--- config.mk ---
export PLATFORM = sky130hd
export DESIGN_NAME = fifo_w16
export DESIGN_NICKNAME = d
export VERILOG_FILES = /design/src/rtl/fifo_w16.sv
export SDC_FILE = /design/constraint.sdc
export NUM_CORES = 1
export LEC_CHECK = 0
export BUFFER_PORTS_ARGS = -buffer_cell sky130_fd_sc_hd__buf_2
export CORE_MARGIN = 2
export CORE_UTILIZATION = 61
export DETAILED_ROUTE_END_ITERATION = 16
export PLACE_DENSITY_LB_ADDON = 0.05
export SLEW_MARGIN = 20
export SYNTH_ARGS = -nofsm -noshare
export SYNTH_HDL_FRONTEND = slang
export SYNTH_SLANG_ARGS = --single-unit
--- constraint.sdc ---
create_clock -name clk -period 7.3 [get_ports clk]
set_clock_uncertainty 0.15 [all_clocks]
set_input_delay 0.365 -clock clk [delete_from_list [all_inputs] [get_ports clk]]
set_output_delay 0.365 -clock clk [all_outputs]
set_load 0.02 [all_outputs]
--- src/rtl/fifo_w16.sv ---
// Synchronous 16-bit FIFO with a registered read port, feeding register_w16.
// Define FIFO_W16_ERR_EN to add sticky ovf/udf flags and err_clr.
module fifo_w16 #(
   parameter  int WIDTH = 16,
   parameter  int DEPTH = 4,
   localparam int AW    = $clog2(DEPTH)
) (
   input  logic             clk,
   input  logic             rst_n,
   input  logic             wr_en,
   input  logic [WIDTH-1:0] wr_data,
   input  logic             rd_en,
   output logic [WIDTH-1:0] rd_data,
   output logic             rd_valid,
   output logic             full,
   output logic             empty,
   output logic [AW:0]      count
`ifdef FIFO_W16_ERR_EN
   ,
   output logic             ovf,
   output logic             udf,
   input  logic             err_clr
`endif
);

   localparam logic [AW:0] FULL_CNT = (AW+1)'(DEPTH);

   logic [WIDTH-1:0] mem [DEPTH];
   logic [AW-1:0]    wr_ptr;
   logic [AW-1:0]    rd_ptr;
   logic             wr_ok;
   logic             rd_ok;
   logic [AW:0]      count_nxt;

   // A write into a full FIFO is fine when a read frees a slot the same edge
   always_comb begin
      rd_ok     = rd_en && !empty;
      wr_ok     = wr_en && (!full || rd_en);
      count_nxt = count;
      unique case ({wr_ok, rd_ok})
         2'b10:   count_nxt = count + 1'b1;
         2'b01:   count_nxt = count - 1'b1;
         default: count_nxt = count;
      endcase
   end

   always_ff @(posedge clk) begin
      if (!rst_n) begin
         wr_ptr   <= '0;
         rd_ptr   <= '0;
         count    <= '0;
         full     <= 1'b0;
         empty    <= 1'b1;
         rd_data  <= '0;
         rd_valid <= 1'b0;
      end else begin
         if (wr_ok)
            wr_ptr <= wr_ptr + 1'b1;
         if (rd_ok) begin
            rd_ptr  <= rd_ptr + 1'b1;
            rd_data <= mem[rd_ptr];
         end
         rd_valid <= rd_ok;
         count    <= count_nxt;
         full     <= (count_nxt == FULL_CNT);
         empty    <= (count_nxt == '0);
      end
   end

   // Storage is never cleared; reset only blocks writes
   always_ff @(posedge clk) begin
      if (rst_n && wr_ok)
         mem[wr_ptr] <= wr_data;
   end

`ifdef FIFO_W16_ERR_EN
   always_ff @(posedge clk) begin
      if (!rst_n) begin
         ovf <= 1'b0;
         udf <= 1'b0;
      end else begin
         if (wr_en && !wr_ok)
            ovf <= 1'b1;
         else if (err_clr)
            ovf <= 1'b0;
         if (rd_en && !rd_ok)
            udf <= 1'b1;
         else if (err_clr)
            udf <= 1'b0;
      end
   end
`endif

endmodule

# Word-level counts from Yosys, hierarchy flattened
# Memories as Yosys holds them, arrays and structs flattened. A register that Yosys moved wholly into a read port is not among the register bits.
# Cells that the tools add are included.
# op_classes
eq_ne	3
n_addsub	4
n_reduce_logical	8
mux	3
# op_table
operator	n
3-bit one-hot mux with 2 select lines	1
2-bit by 1-bit adder with 2-bit output, second input constant	2
3-bit by 1-bit adder with 3-bit output, second input constant	1
3-bit equality test, second input constant	1
1-bit logical AND	3
1-bit logical NOT	3
3-bit logical NOT	1
3-bit by 1-bit subtractor with 3-bit output, second input constant	1
2-bit by 1-bit equality test with 1-bit output, second input constant	1
2-bit equality test, second input constant	1
1-bit two-way mux	2
1-bit logical OR	1
# word_totals
memories	1
reg_bits	10
mem_bits_rw	64
input_bits	20
# memory_table
memory	words	width	rd	rd_clocked_by_memory_dff	wr	line_no	text
mem	4	16	1	1	1	28	logic [WIDTH-1:0] mem [DEPTH];

# Longest topological paths before layout
# Gate-level depths: netlist of the first run.
# logic_depth
depth_word	6
ltp_mapped	9
ltp_nobuf	9

# Least setup slack after synthesis of the first run
# OpenSTA, ideal clock, no wires.
# synth_path
path_kind	reg2reg
from	reg full
to	reg empty
required_time_ps	7035
arrival_ps	2174
path_slack_ps	4861
stages_incl_launch_ff	10
setup_time_ps	115
synth_period_minus_slack_ps	2439
path_cell_list	dfxtp_1 -> nor2b_1 -> nor2_1 -> inv_1 -> ha_1 -> inv_1 -> fa_1 -> xor2_1 -> or4_1 -> and3_1
# synth_between
elab_chain_cells	6
word_cells_on_any_way	7
cone_classes	eq/ne: 2; mux: 1; reduce/logical: 4
# synth_rtl
element	line_no	text
start, declared	15	output logic full,
start signal, assigned	65	full <= (count_nxt == FULL_CNT);
1-bit logical NOT (*)	38	wr_ok = wr_en && (!full || rd_en);
1-bit logical OR (*)	38	
1-bit logical AND (*)	38	
2-bit by 1-bit equality test with 1-bit output or 2-bit equality test (tied branches)	40	unique case ({wr_ok, rd_ok})
3-bit one-hot mux with 2 select lines (*)	40	
3-bit logical NOT (*)	66	empty <= (count_nxt == '0);
end signal, assigned	66	
end, declared	16	output logic empty,
# Mark *: on every way between the ends. The rest lies on a longest branch, timed or not.
# A chain may end at the register's enable or synchronous reset.

# Worst setup path after layout of the first run
# layout_path
from	reg empty
to	reg empty
# layout_between
elab_chain_cells	5
word_cells_on_any_way	6
cone_classes	eq/ne: 2; mux: 1; reduce/logical: 3
# layout_rtl
element	line_no	text
1-bit logical NOT (*)	37	rd_ok = rd_en && !empty;
1-bit logical AND (*)	37	
named net rd_ok	32	logic rd_ok;
2-bit by 1-bit equality test with 1-bit output or 2-bit equality test (tied branches)	40	
3-bit one-hot mux with 2 select lines (*)	40	
3-bit logical NOT (*)	66	
# Mark *: on every way through the listed nets, which the timed path passes. The rest lies on a longest branch.

==> flow_results.xml, run 1 <==
<?xml version="1.0" encoding="UTF-8"?>
<metrics>
  <group name="status">
    <metric name="outcome" unit="">finished clean</metric>
  </group>
  <group name="clocking">
    <metric name="clock_insertion_delay_worst_skew" unit="ns">0.35</metric>
    <metric name="cts_post_setup_buffers_inserted" unit="">0</metric>
    <metric name="clock_sink_count" unit="">90</metric>
    <metric name="numCtsBuffers" unit="">9</metric>
    <metric name="clk_path_buf_depth" unit="">2</metric>
    <metric name="cts.root.buffer_cell" unit="">clkbuf_8</metric>
    <metric name="cts.reportedPaths.clkPinSlew" unit="ns">0.08</metric>
    <metric name="cts_resized" unit="">0</metric>
    <metric name="ctsHtreeMaxLevel" unit="">3</metric>
    <metric name="clock_tree_from_tritoncts" unit="">done</metric>
    <metric name="hold_buffers" unit="">0</metric>
  </group>
  <group name="synthesis">
    <metric name="synthMostInstantiatedCell" unit="">edfxtp_1</metric>
    <metric name="synth_xor_area_share" unit="%">1.01</metric>
    <metric name="synth.largest_area_cell" unit="">edfxtp_1</metric>
    <metric name="synth_cell_types" unit="">31</metric>
    <metric name="number_of_flops_mapped_to_enable_cells_by_yosys" unit="">64</metric>
    <metric name="seq_area_frac_synth" unit="%">70.2</metric>
    <metric name="fraction_of_synthesized_cell_area_taken_by_the_top_area_cell_type" unit="%">55.3</metric>
    <metric name="synth.area.top_cells" unit="">edfxtp_1, dfxtp_1, mux2i_1</metric>
    <metric name="synth_seq_cells" unit="">90</metric>
    <metric name="synth_simple_gate_area_share" unit="%">6.15</metric>
    <metric name="compound_cell_area_share_of_the_yosys_netlist" unit="%">7.38</metric>
    <metric name="synth_flop_cell" unit="">edfxtp_1</metric>
    <metric name="synth_area_per_cell" unit="sq um">15.9</metric>
    <metric name="yosys_warnings" unit="">0</metric>
    <metric name="synth_adder_area_share" unit="%">2.37</metric>
    <metric name="synth.top_cells.by_count" unit="">edfxtp_1, mux2i_1, dfxtp_1, nand3_1, o221ai_2</metric>
    <metric name="syn_inst" unit="">218</metric>
    <metric name="muxShareOfSynthArea" unit="%">9.21</metric>
    <metric name="synthesis.nets" unit="">244</metric>
    <metric name="synth-async-reset-ratio" unit="%">0</metric>
    <metric name="synth_top_family_by_area" unit="">multiplexers</metric>
    <metric name="mapped_cell_area" unit="sq mm">0.00348</metric>
  </group>
  <group name="place">
    <metric name="detailedPlace.worstSlack" unit="ns">4.33</metric>
    <metric name="finalWeightedCongestion" unit="">0.769</metric>
    <metric name="place.detailed.hpwl" unit="microns">3320</metric>
    <metric name="numPortBuffers" unit="">41</metric>
    <metric name="dpl-instance-area" unit="sq mm">0.00369</metric>
  </group>
  <group name="floorplanning">
    <metric name="initial_util" unit="%">63.1</metric>
    <metric name="die_height" unit="microns">79.5</metric>
    <metric name="floorplan.die.width" unit="microns">79.5</metric>
    <metric name="floorplan.die_area" unit="sq mm">0.00632</metric>
    <metric name="std_cell_rows" unit="">27</metric>
    <metric name="core-area" unit="sq mm">0.00551</metric>
    <metric name="design.portCount" unit="">42</metric>
  </group>
  <group name="cells_and_area">
    <metric name="post-route-cell-area" unit="sq mm">0.00388</metric>
    <metric name="fillCellCount" unit="">391</metric>
    <metric name="antenna-diode-count" unit="">0</metric>
    <metric name="area_growth" unit="%">11.7</metric>
    <metric name="fraction_of_layout_cells_with_a_size_suffix_above_1" unit="%">25.9</metric>
    <metric name="final_core_utilization" unit="%">70.6</metric>
    <metric name="seqCellArea" unit="sq mm">0.00244</metric>
    <metric name="multi_input_comb_area" unit="sq um">908</metric>
    <metric name="final_nets" unit="">284</metric>
  </group>
  <group name="worst_setup_path">
    <metric name="cp_top_family" unit="">simple AND/OR/NAND/NOR gates</metric>
    <metric name="worst_setup_path_end_kind" unit="">register</metric>
    <metric name="critical_path_arrival" unit="ns">2.96</metric>
    <metric name="critical-path-max-stage-delay" unit="ns">0.53</metric>
    <metric name="timing.critical_path.slowest_stage_cell" unit="">nand2b_1</metric>
    <metric name="timing.critical_path.fanout_max" unit="">19</metric>
    <metric name="timing.critical_path.mode_cell" unit="">inv_1</metric>
    <metric name="worst-endpoint-required" unit="ns">7.40</metric>
    <metric name="timing.critical_path.buf_inv" unit="">2</metric>
    <metric name="kind_of_critical_path" unit="">register to register</metric>
    <metric name="worstSetupStartpointType" unit="">register</metric>
    <metric name="timing.reg2reg.setup_slack" unit="ns">4.44</metric>
    <metric name="cell_breakdown_of_the_critical_path" unit="">nand2b_1 -&gt; inv_1 -&gt; ha_1 -&gt; inv_1 -&gt; fa_1 -&gt; xor2_1 -&gt; or4_1 -&gt; and3_1</metric>
  </group>
  <group name="global_route">
    <metric name="grt_antenna_before_repair" unit="">0</metric>
    <metric name="globalRouteMet1Util" unit="%">25.2</metric>
    <metric name="gr-total-overflow" unit="">0</metric>
    <metric name="busiest_layer" unit="">met2</metric>
    <metric name="grt_start_max_net_pins" unit="">35</metric>
    <metric name="grtUsageTotal" unit="%">20.1</metric>
    <metric name="grt_first_pass_wirelength" unit="microns">9140</metric>
    <metric name="vias_in_the_first_global_route" unit="">1858</metric>
    <metric name="globalRouteMet2Util" unit="%">32.7</metric>
    <metric name="globalRouteMet3Util" unit="%">4.07</metric>
  </group>
  <group name="route">
    <metric name="first_pass_iters" unit="">4</metric>
    <metric name="vias" unit="">1854</metric>
    <metric name="postRouteAntennaNets" unit="">0</metric>
    <metric name="via_per_inst" unit="">5.53</metric>
    <metric name="post-route-drc-count" unit="">0</metric>
    <metric name="routedWlPerCell" unit="microns">16.7</metric>
    <metric name="drt_iter0_markers" unit="">120</metric>
    <metric name="drt-total-wl" unit="microns">5610</metric>
  </group>
  <group name="sta">
    <metric name="worst_slew_pin_slew" unit="ns">1.07</metric>
    <metric name="max_slew_margin" unit="%">28.7</metric>
    <metric name="rsz_0062_raised_after_global_routing" unit="">no</metric>
    <metric name="final.min_clock_period" unit="ns">2.86</metric>
    <metric name="finalWorstSetupSlack" unit="ns">4.44</metric>
    <metric name="finalSetupViolations" unit="">0</metric>
    <metric name="hold_slack" unit="ns">0.0714</metric>
    <metric name="fmaxAchievable" unit="GHz">0.349</metric>
    <metric name="final_hold_viol_count" unit="">0</metric>
    <metric name="drv_slew" unit="">0</metric>
    <metric name="layout_worst_path_cycle_share" unit="%">39.2</metric>
    <metric name="finalSetupTns" unit="ns">0</metric>
  </group>
  <group name="hold_path">
    <metric name="hold_path.class" unit="">input pin to register</metric>
  </group>
  <group name="power">
    <metric name="seq_power_share" unit="%">54.2</metric>
    <metric name="power.ir.vdd_worst" unit="mV">0.176</metric>
    <metric name="switching_part_of_the_total" unit="%">27.9</metric>
    <metric name="powerDensity" unit="mW/mm^2">301</metric>
    <metric name="power.net_switching" unit="W">0.000326</metric>
    <metric name="relative_contribution_of_the_clock_network_to_total_power" unit="%">28.6</metric>
    <metric name="power.leakage" unit="nW">1.40</metric>
    <metric name="intPower" unit="W">0.000843</metric>
    <metric name="combinationalPowerShare" unit="%">17.2</metric>
  </group>
  <group name="flow_run">
    <metric name="timing.max_cap.violations" unit="">0</metric>
  </group>
</metrics>
## power groups by stage
stage	Sequential [W]	Clock [W]	Combinational, W
6_report	0.000633	0.000334	0.000201
5_1_grt	0.000640	0.000358	0.000223
4_1_cts	0.000634	0.000340	0.000205
3_5_place_dp	0.000645	0	0.000204
3_3_place_gp	0.000646	0	0.000199
2_1_floorplan	0.000647	0	0.000147
## per-layer routing
metal	share of wire [%]	vias to the layer above
met4	2.0	0
li1	-	913
met1	45	890
met2	49	42
met5	0	-
met3	3.6	9
## placed cells by master (no fill, tap or decap), types with 3 or more instances in the layout
| master | instances |
|---|---|
| nor2_1 | 6 |
| mux2i_1 | 32 |
| inv_1 | 9 |
| edfxtp_1 | 64 |
| o221ai_1 | 6 |
| clkbuf_8 | 10 |
| dfxtp_1 | 25 |
| o221ai_2 | 10 |
| and3_1 | 5 |
| nand3b_1 | 3 |
| ha_1 | 5 |
| o21ai_0 | 4 |
| buf_2 | 41 |
| nand3_1 | 17 |
| xor2_1 | 3 |
## stage by stage
stage                     cells  power [W]
final                       335    0.00117
after global routing        335    0.00122
after CTS                   335    0.00118
after detailed placement    319   0.000850
after global placement      319   0.000845
after floorplan             218   0.000794
## worst paths after layout
| kind | startpoint | to | cells after the start |
|---|---|---|---|
| max | empty | empty | 8 |
| min | wr_data[1] | mem[1][1] | 1 |
| min reg2reg | rd_data[4] | rd_data[4] | 2 |
| max reg2reg | empty | empty | 8 |
## sequential cells by signal, indices dropped and copies added (netlist names)
register	flops
empty	1
wr_ptr	2
full	1
rd_valid	1
rd_ptr	2
rd_data	16
count	3
mem	64
## cell type report
cell class / instances / area share, %
inverters: 10 / 1.03
multi-input cells: 106 / 23.4
clock buffers: 12 / 3.74
repair buffers: 41 / 5.28
clock inverters: 4 / 1.35
well taps: 72 / 2.32
flip-flops and latches: 90 / 62.9
## cells by family after synthesis
| logic type | after synthesis |
|---|---|
| compound gates | 25 |
| xor+xnor | 4 |
| fa+ha+maj | 6 |
| buf+inv | 22 |
| flops | 90 |
| mux | 32 |
| simple gates | 39 |
Power figures use the tool's default switching activity.
==> inputs of run 2 (changes only) <==
--- a/config.mk
+++ b/config.mk
@@ -7,7 +7,7 @@
 export LEC_CHECK = 0
 export BUFFER_PORTS_ARGS = -buffer_cell sky130_fd_sc_hd__buf_2
 export CORE_MARGIN = 2
-export CORE_UTILIZATION = 61
+export CORE_UTILIZATION = 57
 export DETAILED_ROUTE_END_ITERATION = 16
 export PLACE_DENSITY_LB_ADDON = 0.05
 export SLEW_MARGIN = 20
==> constraint.sdc (replaced) <==
create_clock -name clk -period 2.9 [get_ports clk]
set_clock_uncertainty 0.15 [all_clocks]
set_input_delay 0.145 -clock clk [delete_from_list [all_inputs] [get_ports clk]]
set_output_delay 0.145 -clock clk [all_outputs]
set_load 0.02 [all_outputs]
==> run 2 against run 1 <==
  * Hold slack worse by 0.035 ns
  * Register-to-register slack worse by 4.0 ns
  * Clock-buffer cell count shrank 2
  * Via count is 7.9% higher
  * Final cell count up 8.7%
  * Combinational power increased to 3.0 times the previous value
  * Die area grew 6.7%
  * Wire length increased by 9.6%
  * Setup slack got worse by 4.0 ns
  * Highest routed layer unchanged
==> flow_results.xml, run 2 (synthesis results as in run 1) <==
<?xml version="1.0" encoding="UTF-8"?>
<metrics>
  <group name="status">
    <metric name="outcome" unit="">finished clean</metric>
  </group>
  <group name="clocking">
    <metric name="cts.reportedPaths.clkPinSlew" unit="ns">0.08</metric>
    <metric name="cts_resized" unit="">0</metric>
    <metric name="clk_path_buf_depth" unit="">2</metric>
    <metric name="numCtsBuffers" unit="">9</metric>
    <metric name="cts.root.buffer_cell" unit="">clkbuf_8</metric>
    <metric name="clock_insertion_delay_worst_skew" unit="ns">0.35</metric>
    <metric name="clock_sink_count" unit="">90</metric>
    <metric name="cts_post_setup_buffers_inserted" unit="">0</metric>
    <metric name="ctsHtreeMaxLevel" unit="">3</metric>
    <metric name="hold_buffers" unit="">19</metric>
    <metric name="clock_tree_from_tritoncts" unit="">done</metric>
  </group>
  <group name="worst_setup_path">
    <metric name="kind_of_critical_path" unit="">register to register</metric>
    <metric name="r2r.worst_path.cells" unit="">9</metric>
    <metric name="worstSetupStartpointType" unit="">register</metric>
    <metric name="cell_breakdown_of_the_critical_path" unit="">nor2b_1 -&gt; nor2_1 -&gt; inv_1 -&gt; ha_1 -&gt; inv_1 -&gt; fa_1 -&gt; xor2_1 -&gt; or4_1 -&gt; and3_1</metric>
    <metric name="timing.critical_path.mode_cell" unit="">inv_1</metric>
    <metric name="timing.critical_path.fanout_max" unit="">5</metric>
    <metric name="worst-endpoint-required" unit="ns">3.00</metric>
    <metric name="critical_path_arrival" unit="ns">2.58</metric>
    <metric name="worst_setup_path_end_kind" unit="">register</metric>
    <metric name="timing.critical_path.slowest_stage_cell" unit="">or4_1</metric>
    <metric name="critical-path-max-stage-delay" unit="ns">0.44</metric>
  </group>
  <group name="cells_and_area">
    <metric name="registers.top_by_ff_count" unit="">mem</metric>
    <metric name="most_used_cells_in_the_layout_excluding_fill_and_tap_cells" unit="">edfxtp_1, buf_2, mux2i_1, dfxtp_1, dlygate4sd3_1</metric>
    <metric name="final_core_utilization" unit="%">70.5</metric>
    <metric name="antenna-diode-count" unit="">0</metric>
    <metric name="fraction_of_layout_cells_with_a_size_suffix_above_1" unit="%">26.3</metric>
    <metric name="mostFrequentLayoutCell" unit="">edfxtp_1</metric>
    <metric name="final_nets" unit="">310</metric>
    <metric name="layout_top_registers" unit="">mem x64, rd_data x16, count x3</metric>
    <metric name="post-route-cell-area" unit="sq mm">0.00417</metric>
    <metric name="number_of_flip_flops_under_the_largest_register_name" unit="">64</metric>
    <metric name="area_growth" unit="%">20.0</metric>
    <metric name="fillCellCount" unit="">417</metric>
  </group>
  <group name="place">
    <metric name="dpl-instance-area" unit="sq mm">0.00376</metric>
    <metric name="numPortBuffers" unit="">41</metric>
    <metric name="place.detailed.hpwl" unit="microns">3490</metric>
    <metric name="finalWeightedCongestion" unit="">0.689</metric>
  </group>
  <group name="sta">
    <metric name="final.min_clock_period" unit="ns">2.48</metric>
    <metric name="layout_worst_path_cycle_share" unit="%">85.4</metric>
    <metric name="finalSetupViolations" unit="">0</metric>
    <metric name="rsz_0062_raised_after_global_routing" unit="">no</metric>
    <metric name="worst_slew_pin_slew" unit="ns">0.881</metric>
    <metric name="max_slew_margin" unit="%">41.2</metric>
    <metric name="final_hold_viol_count" unit="">0</metric>
    <metric name="finalSetupTns" unit="ns">0</metric>
    <metric name="fmaxAchievable" unit="GHz">0.404</metric>
    <metric name="hold_slack" unit="ns">0.0362</metric>
    <metric name="drv_slew" unit="">0</metric>
  </group>
  <group name="global_route">
    <metric name="grt_first_pass_wirelength" unit="microns">9520</metric>
    <metric name="vias_in_the_first_global_route" unit="">1909</metric>
    <metric name="grt_start_max_net_pins" unit="">25</metric>
    <metric name="gr-total-overflow" unit="">0</metric>
    <metric name="grtUsageTotal" unit="%">20.0</metric>
    <metric name="grt_antenna_before_repair" unit="">0</metric>
  </group>
  <group name="power">
    <metric name="total_power" unit="W">0.00309</metric>
    <metric name="powerDensity" unit="mW/mm^2">739</metric>
    <metric name="power.leakage" unit="nW">1.54</metric>
    <metric name="power.ir.vdd_worst" unit="mV">0.469</metric>
  </group>
  <group name="floorplanning">
    <metric name="floorplan.die_area" unit="sq mm">0.00674</metric>
    <metric name="floorplan.die.width" unit="microns">82.1</metric>
    <metric name="initial_util" unit="%">58.7</metric>
    <metric name="std_cell_rows" unit="">28</metric>
    <metric name="design.portCount" unit="">42</metric>
    <metric name="die_height" unit="microns">82.1</metric>
    <metric name="core-area" unit="sq mm">0.00592</metric>
  </group>
  <group name="route">
    <metric name="postRouteAntennaNets" unit="">0</metric>
    <metric name="routedWlPerCell" unit="microns">16.9</metric>
    <metric name="via_per_inst" unit="">5.49</metric>
    <metric name="vias" unit="">2000</metric>
    <metric name="drt_iter0_markers" unit="">133</metric>
    <metric name="post-route-drc-count" unit="">0</metric>
    <metric name="drt-total-wl" unit="microns">6140</metric>
    <metric name="first_pass_iters" unit="">4</metric>
  </group>
  <group name="flow_run">
    <metric name="timing.max_cap.violations" unit="">0</metric>
  </group>
  <group name="hold_path">
    <metric name="hold-path-cell-count" unit="">4</metric>
    <metric name="hold_path.class" unit="">input pin to register</metric>
  </group>
</metrics>
run 2: path summary, 6_finish.rpt:
check | to | start | slack [ns]
max | empty | full | 0.42
min | rd_ptr[1] | rd_en | 0.04
max reg2reg | empty | full | 0.42
min reg2reg | rd_data[5] | rd_data[5] | 0.35
run 2: power by group:
part	internal [W]	switching (W)
clock network	0.000510	0.000425
logic	0.000255	0.000340
registers	0.00148	0.0000790
total	0.00224	0.000844
run 2: stage by stage:
stage | setup slack [ns] | instances
global placement | 0.512 | 329
global route | 0.221 | 364
finish | 0.422 | 364
CTS | 0.409 | 364
detailed placement | 0.433 | 329
floorplan | 0.461 | 218
run 2: final cells by class:
| class | count | area, sq um | area share [%] |
|---|---|---|---|
| Clock buffer | 10 | 138 | 3.30 |
| Clock inverter | 6 | 88.8 | 2.13 |
| Inverter | 10 | 40.0 | 0.960 |
| Multi-Input combinational cell | 106 | 908 | 21.8 |
| Tap cell | 75 | 93.8 | 2.25 |
| Sequential cell | 90 | 2440 | 58.6 |
| Timing Repair Buffer | 67 | 460 | 11.0 |
run 2: critical path, delay by kind of cell (launching register included):
kind          cells  cell delay, ns
buf+inv           2            0.14
simple gates      4            1.00
flops             1            0.34
fa+ha+maj         2            0.57
xor+xnor          1            0.19
run 2: metal layers:
metal	part of all wire (%)	global-route usage [%]	up-vias
met5	0	0	-
li1	-	-	966
met2	49	32.9	49
met4	1.2	7.00	0
met3	4.4	5.11	7
met1	46	26.0	978
